==> src/rtl/conv_weight_loader.sv <==
// Serial weight stream -> NUM per-channel weight stores, NW taps each, channel 0 first.
// Optional stall timeout with sticky error: define WLOAD_TIMEOUT_EN.
module conv_weight_loader #(
   parameter  int WD     = 8,
   parameter  int NW     = 25,
   parameter  int NUM    = 6,
   parameter  int TO_CYC = 1024,
   localparam int AW     = $clog2(NW),
   localparam int CW     = (NUM > 1) ? $clog2(NUM) : 1
) (
   input  logic              i_sclk,
   input  logic              i_rst,
   input  logic              i_start,
   input  logic              i_abort,
   input  logic [WD-1:0]     i_wdata,
   input  logic              i_wvalid,
   output logic              o_wready,
   output logic [NUM-1:0]    o_w_en,
   output logic [NUM*WD-1:0] o_w_data,
   output logic [AW-1:0]     o_w_addr,
   output logic [CW-1:0]     o_ch_idx,
   output logic              o_busy,
   output logic              o_done,
   output logic              o_err
);

   if (NW < 2 || NUM < 1 || TO_CYC < 2) begin : g_param_chk
      $error("conv_weight_loader: NW must be >= 2, NUM >= 1, TO_CYC >= 2");
   end

   typedef enum logic [1:0] {S_IDLE, S_LOAD, S_DONE} state_t;

   state_t              r_state;
   logic [AW-1:0]       r_tap;
   logic [CW-1:0]       r_ch;
   logic [NUM-1:0]      r_w_en;
   logic [NUM*WD-1:0]   r_w_data;
   logic [AW-1:0]       r_w_addr;
   logic [CW-1:0]       r_ch_idx;

   logic w_acc;
   logic w_last_tap;
   logic w_last_ch;
   logic w_timeout;

   // Abort gates ready combinationally so a beat offered in the abort cycle is never taken.
   assign o_wready   = (r_state == S_LOAD) && !i_abort;
   assign w_acc      = i_wvalid && o_wready;
   assign w_last_tap = (r_tap == AW'(NW - 1));
   assign w_last_ch  = (r_ch == CW'(NUM - 1));

`ifdef WLOAD_TIMEOUT_EN
   localparam int SW = $clog2(TO_CYC) + 1;

   logic [SW-1:0] r_stall;
   logic          r_err;

   // Abort takes priority, so a timeout is never flagged in an abort cycle.
   assign w_timeout = (r_state == S_LOAD) && !w_acc && !i_abort &&
                      (r_stall == SW'(TO_CYC - 1));

   always_ff @(posedge i_sclk or posedge i_rst) begin
      if (i_rst) begin
         r_stall <= '0;
      end else if (r_state != S_LOAD || w_acc) begin
         r_stall <= '0;
      end else begin
         r_stall <= r_stall + SW'(1);
      end
   end

   always_ff @(posedge i_sclk or posedge i_rst) begin
      if (i_rst) begin
         r_err <= 1'b0;
      end else if (r_state == S_IDLE && i_start) begin
         r_err <= 1'b0;
      end else if (w_timeout) begin
         r_err <= 1'b1;
      end
   end

   assign o_err = r_err;
`else
   assign w_timeout = 1'b0;
   assign o_err     = 1'b0;
`endif

   always_ff @(posedge i_sclk or posedge i_rst) begin
      if (i_rst) begin
         r_state  <= S_IDLE;
         r_tap    <= '0;
         r_ch     <= '0;
         r_w_en   <= '0;
         r_w_data <= '0;
         r_w_addr <= '0;
         r_ch_idx <= '0;
      end else begin
         r_w_en   <= '0;
         r_w_data <= '0;
         case (r_state)
            S_IDLE: begin
               if (i_start) begin
                  r_state <= S_LOAD;
                  r_tap   <= '0;
                  r_ch    <= '0;
               end
            end
            S_LOAD: begin
               if (i_abort || w_timeout) begin
                  r_state <= S_IDLE;
                  r_tap   <= '0;
                  r_ch    <= '0;
               end else if (w_acc) begin
                  for (int c = 0; c < NUM; c++) begin
                     if (r_ch == CW'(c)) begin
                        r_w_en[c]             <= 1'b1;
                        r_w_data[c*WD +: WD]  <= i_wdata;
                     end
                  end
                  r_w_addr <= r_tap;
                  r_ch_idx <= r_ch;
                  if (w_last_tap) begin
                     r_tap <= '0;
                     if (w_last_ch) begin
                        r_ch    <= '0;
                        r_state <= S_DONE;
                     end else begin
                        r_ch <= r_ch + CW'(1);
                     end
                  end else begin
                     r_tap <= r_tap + AW'(1);
                  end
               end
            end
            S_DONE: begin
               r_state <= S_IDLE;
            end
            default: begin
               r_state <= S_IDLE;
            end
         endcase
      end
   end

   // DONE lasts exactly the cycle in which the final write is presented.
   assign o_w_en   = r_w_en;
   assign o_w_data = r_w_data;
   assign o_w_addr = r_w_addr;
   assign o_ch_idx = r_ch_idx;
   assign o_busy   = (r_state == S_LOAD);
   assign o_done   = (r_state == S_DONE);

endmodule

==> config.mk <==
export PLATFORM = sky130hd
export DESIGN_NAME = conv_weight_loader
export DESIGN_NICKNAME = d
export VERILOG_FILES = /design/src/rtl/conv_weight_loader.sv
export SDC_FILE = /design/constraint.sdc
export NUM_CORES = 1
export LEC_CHECK = 0
export BUFFER_PORTS_ARGS = -buffer_cell sky130_fd_sc_hd__clkbuf_2
export CAP_MARGIN = 25
export CORE_MARGIN = 2
export CORE_UTILIZATION = 30
export DETAILED_ROUTE_END_ITERATION = 16
export GPL_TIMING_DRIVEN = 0
export HOLD_SLACK_MARGIN = 0.12
export PLACE_DENSITY_LB_ADDON = 0.2
export SETUP_SLACK_MARGIN = 0.5
export SLEW_MARGIN = 10
export SYNTH_ARGS = -nofsm -noshare
export SYNTH_HDL_FRONTEND = slang
export SYNTH_SLANG_ARGS = --single-unit
==> constraint.sdc <==
create_clock -name i_sclk -period 4.15 [get_ports i_sclk]
set_input_delay 1.0375 -clock i_sclk [delete_from_list [all_inputs] [get_ports i_sclk]]
set_output_delay 1.0375 -clock i_sclk [all_outputs]
set_load 0.1 [all_outputs]
* Word-level counts from Yosys, hierarchy flattened
Index checks and enable logic that the tools add are counted.
Cells by class: reduce and logical (&&, ||, !) cells 10, order comparisons 0, eq/ne operators 12, div/mod/pow operators 0, add/subtract/negate cells 2, shifts and indexed selects 0, mux-type cells 35, bitwise operators 1, $mul 0
Operators by type and width (number):
- $mux W48 | 3
- $mux W8 | 6
- $mux W5 | 4
- $mux W6 | 3
- $mux W3 | 5
- $mux W2 | 5
- $pmux W5 S2 | 1
- $ne A3 B2 Y1 const B | 3
- $reduce_and A4 Y1 | 2
- $eq A3 B2 Y1 const B | 2
- $eq A3 B3 Y1 const B | 2
- $mux W1 | 6
- $pmux W3 S2 | 1
- $reduce_and A3 Y1 | 2
- $add A5 B1 Y5 const B | 1
- $eq A5 B5 Y1 const B | 1
- $pmux W2 S2 | 1
- $add A3 B1 Y3 const B | 1
- $eq A3 B1 Y1 const B | 1
- $logic_not A3 Y1 | 1
- $eq A2 B1 Y1 const B | 1
- $eq A2 B2 Y1 const B | 1
- $logic_and A1 B1 Y1 | 2
- $logic_not A2 Y1 | 1
- other kinds (4) | 4
Storage, ports and cells: register bits 72, latch bits 0, bits in writable memories 0, logic and storage cells 67, memories 0, ROM bits 0, input bits 13, output and inout bits 66

* Logic depth before layout (Yosys ltp)
Gate-level depths: netlist of the first run.
word-level depth 6, gate-level depth with buffers 8, depth with buffers taken out 6

* Worst setup path after synthesis of the first run
Ideal clock, no wire load.
path type register -> output, start point reg r_state[0], end point out o_busy, required time 3.113 ns, cell stages (with the launch flop) 3, buffers on the path 1, data arrival time 1.833 ns, slack 1.280 ns, cell sequence dfrtp_1 -> buf_4 -> nor2b_1
Between the ends: word-level cells in the longest chain between the ends 1
Ends and longest elaborated chain:
- start: declaration | line 33 | state_t r_state;
- start signal: assignment | line 90 | r_state <= S_IDLE;
- start signal: assignment | line 103 | r_state <= S_LOAD;
- start signal: assignment | line 110 | r_state <= S_IDLE;
- $eq A2 B1 Y1 | line 150 | assign o_busy = (r_state == S_LOAD);
- end: declaration | line 22 | output logic o_busy,
Every way passes these cells.

* Worst setup path in the final report of the first run
start point in i_abort, end point out o_wready
Between the ends: word-level cells in the longest chain between the ends 2
Ends and longest elaborated chain:
- start: declaration | line 14 | input logic i_abort,
- $logic_not A1 Y1 | line 47 | assign o_wready = (r_state == S_LOAD) && !i_abort;
- $logic_and A1 B1 Y1 | line 47
- end: declaration | line 17 | output logic o_wready,
Every way passes these cells.

==> reports/qor.csv, run 1 <==
stage,metric,value,unit
timing,"crit path setup slack, layout",0.909,ns
detailed_routing,total vias in the final route,1790,
power_and_ir_drop,part of the total power dissipated in the clock network,36.4,%
synth,synthesized netlist net count,231,
timing,setup repair after global routing missed its margin,no,
cts,CTS tree,yes,
timing,Final TNS setup,0,ns
timing,Final Critical Period,3.24,ns
cts,clock-pin slew reported for the worst setup and hold paths after clock tree synthesis,0.08,ns
synth,number of distinct standard cells referenced by the synthesized netlist,34,
cts,clock root buffer,clkbuf_8,
floorplanning,core region area,8640,µm²
cts,Resized cells post-CTS,0,
timing,number of failing setup endpoints in the final timing report,0,
timing,fmax,0.309,GHz
run,number of max-cap violations,0,
power_and_ir_drop,Leak Pwr,1.87,nW
synth,leading post-synthesis cells by cell area,"dfrtp_1, and2_1, nand2_1",
timing,setup skew after layout,0.0112,ns
timing,transition time at the pin with the least slew margin,0.915,ns
setup_path,signal arrival time at the worst endpoint,2.20,ns
power_and_ir_drop,total internal power,0.00122,W
power_and_ir_drop,net switching power,0.000628,W
timing,pins over their slew limit,0,
grt,GRT Overall Usage,12.7,%
final_layout,post-route non-filler standard cell count,418,
power_and_ir_drop,register share of total power,40.5,%
detailed_routing,total detailed-routing wirelength,5.83,mm
cts,Clock Path Buffers,2,
grt,vias in the first global route,1724,
final_layout,share of post-route cells with drive strength above 1,34.8,%
grt,pin count of the biggest net entering global routing,59,
grt,wire length of the first global-routing pass,9.39,mm
final_layout,P&R area growth vs syn,30.2,%
detailed_routing,met2 WL post-DR,2.58,mm
floorplanning,vertical die dimension,98.0,µm
synth,post-synthesis cell type with the largest combined area,dfrtp_1,
detailed_routing,number of detailed-route iterations in the first pass,4,
setup_path,most common cell type on the critical path,clkbuf_2,
grt,number of antenna violations at the first check in global routing,0,
final_layout,final core utilization,39.9,%
placement,weighted congestion reported at the end of routability-driven placement,0.725,
cts,count of hold-fix buffers inserted at cts,0,
placement,number of cells in the design after placement,401,
power_and_ir_drop,share of total power in combinational logic,23.1,%
synth,count of flip-flops with a built-in enable after synthesis,0,
synth,count of yosys warnings during synthesis,0,
synth,post-synthesis average cell area,12.3,µm²
detailed_routing,length of routed met3 wiring,307,µm
cts,setup fix buffers added after clock tree synthesis,0,
setup_path,sort of element at the start of the critical path,primary input,
floorplanning,width of the die,98.0,µm
cts,CTS H-Tree Depth,3,
synth,register bit count reported by yosys,72,
detailed_routing,routed length on met1,2.83,mm
setup_path,worst path cell trace,"clkbuf_2, or3b_1, buf_2, clkinv_4, clkbuf_2",
placement,# port buffers,77,
worst_hold_path,Hold/Removal Path Class,flip-flop to flip-flop,
detailed_routing,number of nets with antenna violations after detailed routing,0,
final_layout,antenna cells,0,
detailed_routing,routed length per instance,13.9,µm
synth,synthesized cell area,2650,µm²
placement,post-placement worst setup slack,0.907,ns
detailed_routing,# DRC,0,
status,result of the run,"finished, final reports clean",
synth,leading register cell type out of synthesis,dfrtp_1,
setup_path,startpoint-to-endpoint class of the critical path,primary input to output port,
synth,portion of the post-synthesis area used by sequential elements,68.0,%
final_layout,number of nets in the final layout,321,
setup_path,Slowest cell on crit path,clkbuf_2,
cts,worst-skew pair later-pin latency,0.35,ns
synth,post-synthesis instance total,215,
setup_path,Worst Path Required,3.11,ns
setup_path,slowest cell delay on critical path,0.45,ns
floorplanning,row count,34,
detailed_routing,number of violations reported at the end of detailed-routing iteration 0,39,
timing,tightest slew margin relative to the limit,38.9,%
placement,Post-DP HPWL,3.91,mm
cts,CTS sink cnt,72,
grt,residual overflow from global routing,0,
timing,final hold viol count,0,
floorplanning,Die Footprint,9600,µm²
floorplanning,starting density of the core,30.7,%
synth,share of flip-flops with an asynchronous set or reset,100,%
setup_path,"critical path fanouts, max",6,
timing,part of the cycle the worst path needs,78.1,%
floorplanning,number of top-level pins,79,
power_and_ir_drop,power density cells,535,nW/µm²
cts,total clock buffers created by CTS,9,
power_and_ir_drop,switching share of power,34.0,%
detailed_routing,routed via count divided by cell count,4.28,
detailed_routing,uppermost signal routing layer after detailed routing,met4,
setup_path,kind of end point of the critical path,output port,
power_and_ir_drop,Max rail drop VDD,0.301,mV
synth,Yosys top cell area share,68.0,%
timing,Fin Hold WS,0.477,ns
[flip-flops by register name, summed over array words and instances (netlist names)]
name / count
o_w_data: 48
o_w_addr: 5
r_tap: 5
o_w_en: 6
o_ch_idx: 3
r_state: 2
r_ch: 3
[kinds of logic after synthesis]
logic type	count (synthesis)	share of synthesized area [%]
simple gates	97	21.8
flops	72	68.0
compound gates	24	5.10
buf+inv	17	3.12
fa+ha+maj	3	1.42
mux	1	0.425
other cells	1	0.142
[metrics by stage]
step                      instance area, µm²  power (W)
after floorplan                         2650    0.00110
after global placement                  3170    0.00118
after detailed placement                3200    0.00119
after CTS                               3440    0.00186
after global routing                    3450    0.00192
final                                   3450    0.00185
[critical path: cells and delay by family]
| kind | cells | cell delay [ns] |
|---|---|---|
| simple gates | 1 | 0.36 |
| buf+inv | 4 | 0.81 |
[final cells by class]
class                      count  area (µm²)
sequential                    72        1800
clock inverter                 7         120
clock buffer                   9         124
inverter                       7        33.8
multi-input combinational    126         766
buffer                        10        51.3
timing repair buffer          79         418
fill                         869        5190
tap                          108         135
[metal layers]
layer	GRT usage (%)	vias to the layer above
met2	18.3	56
met5	0	-
met1	17.8	850
li1	-	874
met4	6.41	0
met3	3.15	10
[final timing paths]
check	slack, ns	endpoint	cells past startpoint	from
setup / recovery	0.91	o_wready	5	i_abort
hold / removal	0.48	o_ch_idx[0]	2	o_ch_idx[0]
setup reg to reg	2.09	o_w_data[23]	4	r_state[1]
hold reg to reg	0.48	o_ch_idx[0]	2	o_ch_idx[0]
max in group asynchronous	3.01	r_state[0]	3	i_rst
min in group asynchronous	0.60	o_w_addr[0]	2	i_rst
[synthesized netlist by cell type (2+ instances only)]
library cell  instances
and2_1               49
nor2b_1               3
nand3_1               5
ha_1                  3
nand2_1              18
inv_1                 6
o21ai_0              11
a21oi_1               6
nor3_1                3
dfrtp_1              72
nor4_2                2
and3_1                2
or3_1                 2
clkbuf_1              5
buf_2                 2
nor2_1                6
buf_4                 3
[power groups by stage]
| stage | Sequential, W | Combinational [W] | Clock (W) |
|---|---|---|---|
| finish | 0.000748 | 0.000427 | 0.000671 |
| global route | 0.000753 | 0.000457 | 0.000714 |
| detailed placement | 0.000762 | 0.000429 | 0 |
| CTS | 0.000748 | 0.000430 | 0.000685 |
| floorplan | 0.000875 | 0.000230 | 0 |
| global placement | 0.000762 | 0.000421 | 0 |
[cells in the final DEF, fill, tap and decap left out, types with 2 or more instances in the layout]
| cell type | netlist | final |
|---|---|---|
| a21oi_1 | 6 | 6 |
| and2_1 | 49 | 49 |
| and3_1 | 2 | 2 |
| buf_2 | 2 | 3 |
| buf_4 | 3 | 3 |
| bufinv_16 | 0 | 3 |
| clkbuf_1 | 5 | 5 |
| clkbuf_2 | 0 | 77 |
| clkbuf_8 | 0 | 9 |
| clkinv_4 | 1 | 3 |
| dfrtp_1 | 72 | 72 |
| ha_1 | 3 | 3 |
| inv_1 | 6 | 5 |
| nand2_1 | 18 | 18 |
| nand3_1 | 5 | 5 |
| nor2_1 | 6 | 6 |
| nor2b_1 | 3 | 3 |
| nor3_1 | 3 | 3 |
| nor4_2 | 2 | 2 |
| o21ai_0 | 11 | 11 |
| or3_1 | 2 | 2 |
Power figures use the tool's default switching activity.
==> run 2: changes to the inputs <==
==> constraint.sdc (replaced) <==
create_clock -name i_sclk -period 2.7 [get_ports i_sclk]
set_input_delay 0.675 -clock i_sclk [delete_from_list [all_inputs] [get_ports i_sclk]]
set_output_delay 0.675 -clock i_sclk [all_outputs]
set_load 0.1 [all_outputs]
==> run 2 against run 1 <==
Cell count grew 2.2%; power grew 56%; setup slack lost 0.41 ns; register-to-register slack lost 1.3 ns; sequential share of layout area shrank 1.5 points; clock-buffer cell count grew 1; sequential power grew 54%; largest cell class unchanged; via count grew 3.7%; highest routed layer unchanged; final area grew 3.0%.
==> reports/qor.csv, run 2 (same netlist as run 1, synthesis figures left out) <==
stage,metric,value,unit,change
status,result of the run,"finished, final reports clean",,unchanged
grt,residual overflow from global routing,0,,unchanged
setup_path,sort of element at the start of the critical path,flip-flop,,was primary input
timing,pins over their slew limit,0,,unchanged
final_layout,fill cell total of the finished layout,851,,was 869
detailed_routing,number of nets with antenna violations after detailed routing,0,,unchanged
floorplanning,number of top-level pins,79,,unchanged
cts,clock-pin slew reported for the worst setup and hold paths after clock tree synthesis,0.08,ns,about the same
grt,vias in the first global route,1831,,was 1724
floorplanning,vertical die dimension,98.0,µm,unchanged
detailed_routing,total detailed-routing wirelength,5.95,mm,was 5.83 mm
floorplanning,core region area,8640,µm²,unchanged
setup_path,worst path cell trace,"or3b_4, buf_6, clkinv_4, clkbuf_16",,"was clkbuf_2, or3b_1, buf_2, clkinv_4, clkbuf_2"
final_layout,"commonest cells after routing, fill and taps aside","clkbuf_2, dfrtp_1, and2_1, nand2_1",,"was clkbuf_2, dfrtp_1, and2_1, nand2_1, o21ai_0"
timing,Final Critical Period,2.20,ns,
grt,number of antenna violations at the first check in global routing,0,,unchanged
timing,Final TNS setup,0,ns,unchanged
floorplanning,Die Footprint,9600,µm²,unchanged
final_layout,footprint of the multi-input gates,773,µm²,was 766 µm²
grt,GRT Overall Usage,13.1,%,was 12.7%
setup_path,cell class contributing the biggest share of worst-path delay,flip-flops,,was buffers and inverters
timing,setup skew after layout,0.00750,ns,was 0.0112 ns
floorplanning,row count,34,,unchanged
placement,Post-DP HPWL,4.03,mm,was 3.91 mm
timing,transition time at the pin with the least slew margin,0.898,ns,was 0.915 ns
cts,CTS sink cnt,72,,unchanged
setup_path,startpoint-to-endpoint class of the critical path,flip-flop to output port,,was primary input to output port
cts,CTS tree,yes,,unchanged
power_and_ir_drop,Max rail drop VDD,0.639,mV,was 0.301 mV
detailed_routing,number of violations reported at the end of detailed-routing iteration 0,40,,was 39
timing,part of the cycle the worst path needs,81.4,%,
detailed_routing,routed via count divided by cell count,4.35,,was 4.28
detailed_routing,routed length per instance,13.9,µm,about the same
detailed_routing,total vias in the final route,1856,,was 1790
final_layout,most frequent standard cell in the layout excluding fill and tap cells,clkbuf_2,,unchanged
cts,Clock Path Buffers,2,,unchanged
grt,pin count of the biggest net entering global routing,28,,was 59
timing,"crit path setup slack, layout",0.501,ns,was 0.909 ns
final_layout,antenna cells,0,,unchanged
timing,number of failing setup endpoints in the final timing report,0,,unchanged
placement,weighted congestion reported at the end of routability-driven placement,0.729,,was 0.725
timing,final hold viol count,0,,unchanged
run,number of max-cap violations,0,,unchanged
power_and_ir_drop,power density cells,811,nW/µm²,was 535 nW/µm²
setup_path,kind of end point of the critical path,output port,,unchanged
detailed_routing,number of detailed-route iterations in the first pass,4,,unchanged
worst_hold_path,Hold/Removal Path Class,primary input to asynchronous set/reset pin,,was flip-flop to flip-flop
floorplanning,width of the die,98.0,µm,unchanged
setup_path,Worst Path Required,2.03,ns,was 3.11 ns
final_layout,P&R area growth vs syn,34.1,%,was 30.2%
cts,total clock buffers created by CTS,9,,unchanged
setup_path,number of buffer and inverter instances along the worst setup path,3,,was 4
placement,post-placement worst setup slack,0.191,ns,was 0.907 ns
cts,worst-skew pair later-pin latency,0.35,ns,about the same
grt,wire length of the first global-routing pass,9.57,mm,was 9.39 mm
setup_path,slowest cell delay on critical path,0.42,ns,was 0.45 ns
setup_path,"critical path fanouts, max",4,,was 6
power_and_ir_drop,Leak Pwr,1.91,nW,was 1.87 nW
setup_path,signal arrival time at the worst endpoint,1.52,ns,was 2.20 ns
cts,CTS H-Tree Depth,3,,unchanged
floorplanning,starting density of the core,30.7,%,unchanged
placement,# port buffers,77,,unchanged
final_layout,share of post-route cells with drive strength above 1,37.9,%,was 34.8%
timing,setup repair after global routing missed its margin,yes,,was no
timing,fmax,0.455,GHz,
final_layout,area occupied by registers,1800,µm²,about the same
cts,clock root buffer,clkbuf_8,,unchanged
setup_path,Slowest cell on crit path,dfrtp_2,,was clkbuf_2
detailed_routing,# DRC,0,,unchanged
final_layout,max FFs per register,48,,unchanged
final_layout,number of nets in the final layout,330,,was 321
timing,tightest slew margin relative to the limit,39.6,%,was 38.9%
==> run 2: changes by cell type in the layout (fill, tap and decap cells not counted), sizes merged <==
cell,change
buf,+10
bufinv,-1
clkinv,-1
clkinvlp,+2
inv,-1
==> run 2: stage by stage <==
stage	total power, W	std cells	hold slack [ns]	utilization (%)	instance area [µm²]
final	0.00288	427	0.348	41.1	3550
after detailed placement	0.00183	402	0.464	37.3	3220
after CTS	0.00291	425	0.347	40.9	3540
after floorplan	0.00170	215	0.466	-	2660
after global routing	0.00301	427	0.388	41.1	3550
after global placement	0.00182	400	0.464	36.8	3180
==> run 2: what timing repair did <==
item,4_1_cts,5_1_grt
resized for setup,8,2
setup endpoints to repair,9,2
hold buffers,0,0
pin swaps,1,0
buffers inserted,7,1
==> run 2: where the power goes <==
group	internal, W	total [W]	switching (W)	leakage, nW
Sequential	0.00112	0.00115	0.0000232	0.999
Combinational	0.000229	0.000774	0.000545	0.803
Clock	0.000548	0.000960	0.000412	0.109
==> run 2: area by class of cell <==
cell class,count,area share [%]
inverters,7,0.986
multi-input cells,126,21.8
plain buffers,10,1.73
well taps,108,3.80
clock buffers,10,3.87
repair buffers,88,14.5
flip-flops and latches,72,50.7
clock inverters,6,2.61
==> run 2: worst register-to-register path, cell delays in order (launching register included) <==
cell	delay, ns
dfrtp_1	0.40
inv_1	0.11
ha_1	0.16
and4b_1	0.19
clkbuf_1	0.28
nor2_2	0.14
nor3_1	0.20
mux2_1	0.34
==> run 2: path summary, 6_finish.rpt <==
| kind | start | end | slack, ns | cells past startpoint |
|---|---|---|---|---|
| worst min-delay path | i_rst | r_ch[0] | 0.35 | 2 |
| min in group i_sclk | o_w_addr[4] | o_w_addr[4] | 0.48 | 2 |
| max in group asynchronous | i_rst | o_w_data[47] | 1.65 | 4 |
| worst max register to register | r_tap[0] | r_state[0] | 0.76 | 7 |
| worst min register to register | o_w_addr[4] | o_w_addr[4] | 0.48 | 2 |
| worst max-delay path | r_state[1] | o_wready | 0.50 | 4 |
==> run 2: routing by layer <==
metal	vias up	track usage (%)	wire length, µm
met5	-	0	0
met4	0	7.05	104
met3	7	3.22	348
met2	60	20.2	2680
met1	896	17.0	2810
li1	893	-	-
==> run 3: changes to the inputs <==
==> constraint.sdc (replaced) <==
create_clock -name i_sclk -period 1.85 [get_ports i_sclk]
set_input_delay 0.4625 -clock i_sclk [delete_from_list [all_inputs] [get_ports i_sclk]]
set_output_delay 0.4625 -clock i_sclk [all_outputs]
set_load 0.1 [all_outputs]
==> run 3 against run 2 <==
The run now ends with negative setup slack left; die area did not move; sequential share of layout area fell by 18 points; via count rose by 13%; critical path depth rose by 2; non-clock buffer count rose by 41; clock skew barely moved; flip-flop and latch count did not move; critical endpoint is now o_busy; highest routed layer unchanged.
==> reports/qor.csv, run 3 (same netlist as run 1, synthesis figures left out) <==
stage,metric,value,unit,change
worst_hold_path,Hold/Removal Path Class,primary input to asynchronous set/reset pin,,unchanged
grt,met2 layer usage reported by global route,29.6,%,was 20.2%
setup_path,signal arrival time at the worst endpoint,1.49,ns,was 1.52 ns
cts,worst-skew pair later-pin latency,0.35,ns,about the same
setup_path,most common cell type on the critical path,buf_6,,
power_and_ir_drop,power density cells,906,nW/µm²,was 811 nW/µm²
final_layout,most frequent standard cell in the layout excluding fill and tap cells,clkbuf_16,,was clkbuf_2
cts,total clock buffers created by CTS,9,,unchanged
status,violations in the final reports,negative setup slack,,
status,result of the run,"finished, violations left",,"was finished, final reports clean"
timing,Final TNS setup,-0.543,ns,was 0 ns
placement,cell area after placement,3280,µm²,was 3220 µm²
detailed_routing,total detailed-routing wirelength,7.77,mm,was 5.95 mm
cts,clock root buffer,clkbuf_8,,unchanged
detailed_routing,routed via count divided by cell count,4.50,,was 4.35
timing,transition time at the pin with the least slew margin,0.814,ns,was 0.898 ns
detailed_routing,# DRC,0,,unchanged
final_layout,footprint of the multi-input gates,1080,µm²,was 773 µm²
timing,setup repair after global routing missed its margin,yes,,unchanged
floorplanning,width of the die,98.0,µm,unchanged
setup_path,"critical path fanouts, max",3,,was 4
power_and_ir_drop,net switching power,0.00173,W,was 0.000980 W
floorplanning,vertical die dimension,98.0,µm,unchanged
grt,number of antenna violations at the first check in global routing,0,,unchanged
grt,most congested layer reported by global routing,met2,,unchanged
setup_path,worst path cell trace,"buf_6, buf_4, buf_6, buf_6, nor2b_4, clkbuf_16",,"was or3b_4, buf_6, clkinv_4, clkbuf_16"
floorplanning,Die Footprint,9600,µm²,unchanged
grt,met1 routing resource usage after global routing,19.3,%,was 17.0%
placement,Post-DP HPWL,4.02,mm,was 4.03 mm
detailed_routing,number of violations reported at the end of detailed-routing iteration 0,34,,was 40
timing,pins over their slew limit,0,,unchanged
grt,global routing usage on met3,4.58,%,was 3.22%
power_and_ir_drop,register share of total power,33.3,%,was 39.8%
cts,CTS sink cnt,72,,unchanged
setup_path,cell class contributing the biggest share of worst-path delay,buffers and inverters,,was flip-flops
placement,post-placement worst setup slack,-0.188,ns,was 0.191 ns
floorplanning,row count,34,,unchanged
setup_path,number of buffer and inverter instances along the worst setup path,5,,was 3
setup_path,Slowest cell on crit path,dfrtp_1,,was dfrtp_2
cts,Clock Path Buffers,2,,unchanged
placement,weighted congestion reported at the end of routability-driven placement,0.746,,was 0.729
detailed_routing,number of detailed-route iterations in the first pass,4,,unchanged
timing,part of the cycle the worst path needs,106,%,
floorplanning,starting density of the core,30.7,%,unchanged
cts,clock-pin slew reported for the worst setup and hold paths after clock tree synthesis,0.08,ns,about the same
timing,number of failing setup endpoints in the final timing report,12,,was 0
timing,fmax,0.511,GHz,
final_layout,number of nets in the final layout,371,,was 330
timing,Final Critical Period,1.96,ns,
timing,final hold viol count,0,,unchanged
floorplanning,core region area,8640,µm²,unchanged
final_layout,fill cell total of the finished layout,606,,was 851
cts,count of hold-fix buffers inserted at cts,0,,unchanged
cts,CTS tree,yes,,unchanged
setup_path,kind of end point of the critical path,output port,,unchanged
power_and_ir_drop,switching share of power,34.0,%,about the same
power_and_ir_drop,part of the total power dissipated in the clock network,25.4,%,was 33.3%
power_and_ir_drop,share of total power in combinational logic,41.3,%,was 26.9%
detailed_routing,number of nets with antenna violations after detailed routing,0,,unchanged
final_layout,max FFs per register,48,,unchanged
setup_path,sort of element at the start of the critical path,flip-flop,,unchanged
cts,CTS H-Tree Depth,3,,unchanged
detailed_routing,routed length per instance,16.6,µm,was 13.9 µm
timing,tightest slew margin relative to the limit,45.6,%,was 39.6%
run,number of max-cap violations,0,,unchanged
detailed_routing,total vias in the final route,2103,,was 1856
setup_path,Worst Path Required,1.39,ns,was 2.03 ns
final_layout,area occupied by registers,1810,µm²,was 1800 µm²
power_and_ir_drop,total internal power,0.00335,W,was 0.00190 W
grt,vias in the first global route,2245,,was 1831
final_layout,"commonest cells after routing, fill and taps aside","clkbuf_16, dfrtp_1, and2_4, buf_6, buf_4",,"was clkbuf_2, dfrtp_1, and2_1, nand2_1"
final_layout,share of post-route cells with drive strength above 1,68.0,%,was 37.9%
timing,"crit path setup slack, layout",-0.107,ns,was 0.501 ns
setup_path,startpoint-to-endpoint class of the critical path,flip-flop to output port,,unchanged
grt,residual overflow from global routing,0,,unchanged
grt,pin count of the biggest net entering global routing,40,,was 28
power_and_ir_drop,Max rail drop VDD,1.07,mV,was 0.639 mV
placement,# port buffers,77,,unchanged
timing,setup skew after layout,0.00787,ns,was 0.00750 ns
final_layout,antenna cells,0,,unchanged
setup_path,slowest cell delay on critical path,0.37,ns,was 0.42 ns
grt,wire length of the first global-routing pass,12.1,mm,was 9.57 mm
final_layout,post-route standard cell area excluding fillers,5610,µm²,was 3550 µm²
floorplanning,number of top-level pins,79,,unchanged
power_and_ir_drop,Leak Pwr,2.64,nW,was 1.91 nW
grt,GRT Overall Usage,16.4,%,was 13.1%
final_layout,P&R area growth vs syn,112,%,was 34.1%
run 3: final cells by class:
type	count	share of cell area, %
multi-input cells	126	19.3
inverters	7	0.758
flip-flops and latches	72	32.3
clock buffers	11	2.70
plain buffers	10	2.19
repair buffers	129	39.4
well taps	108	2.41
clock inverters	4	0.937
run 3: per-layer routing:
layer	wire length (µm)	share of wire [%]	vias up
met3	312	4.0	10
li1	-	-	972
met5	0	0	-
met4	75	0.97	0
met2	4230	55	61
met1	3150	41	1060
run 3: power groups by stage:
stage | sequential, W | clock (W) | combinational (W)
after floorplan | 0.00197 | 0 | 0.000582
after global placement | 0.00172 | 0 | 0.00102
after detailed placement | 0.00172 | 0 | 0.00103
after CTS | 0.00169 | 0.00132 | 0.00184
after global routing | 0.00170 | 0.00140 | 0.00220
final | 0.00169 | 0.00129 | 0.00210
run 3: what timing repair did:
action / CTS / global route
pin swaps: 27 / 20
cloned: 2 / 1
setup endpoints to repair: 137 / 137
resized for setup: 296 / 30
buffers inserted: 34 / 14
run 3: through the flow:
| stage | hold slack (ns) | utilization, % | std cells | power [W] |
|---|---|---|---|---|
| after floorplan | 0.471 | - | 215 | 0.00256 |
| after global placement | 0.469 | 37.8 | 400 | 0.00273 |
| after detailed placement | 0.469 | 38.0 | 401 | 0.00275 |
| after CTS | 0.274 | 62.1 | 452 | 0.00486 |
| after global routing | 0.298 | 65.0 | 467 | 0.00530 |
| final | 0.247 | 65.0 | 467 | 0.00508 |
run 3: final timing paths:
path                             start  slack [ns]      endpoint  cells past startpoint
max                         r_state[0]       -0.11        o_busy                      6
min                              i_rst        0.25  o_w_data[26]                      2
max reg2reg                 r_state[0]       -0.08    r_state[0]                     10
min reg2reg                o_w_addr[2]        0.52   o_w_addr[2]                      2
max in group asynchronous        i_rst        0.96  o_w_data[17]                      3
min in group i_sclk         i_wdata[2]        0.40  o_w_data[10]                      2
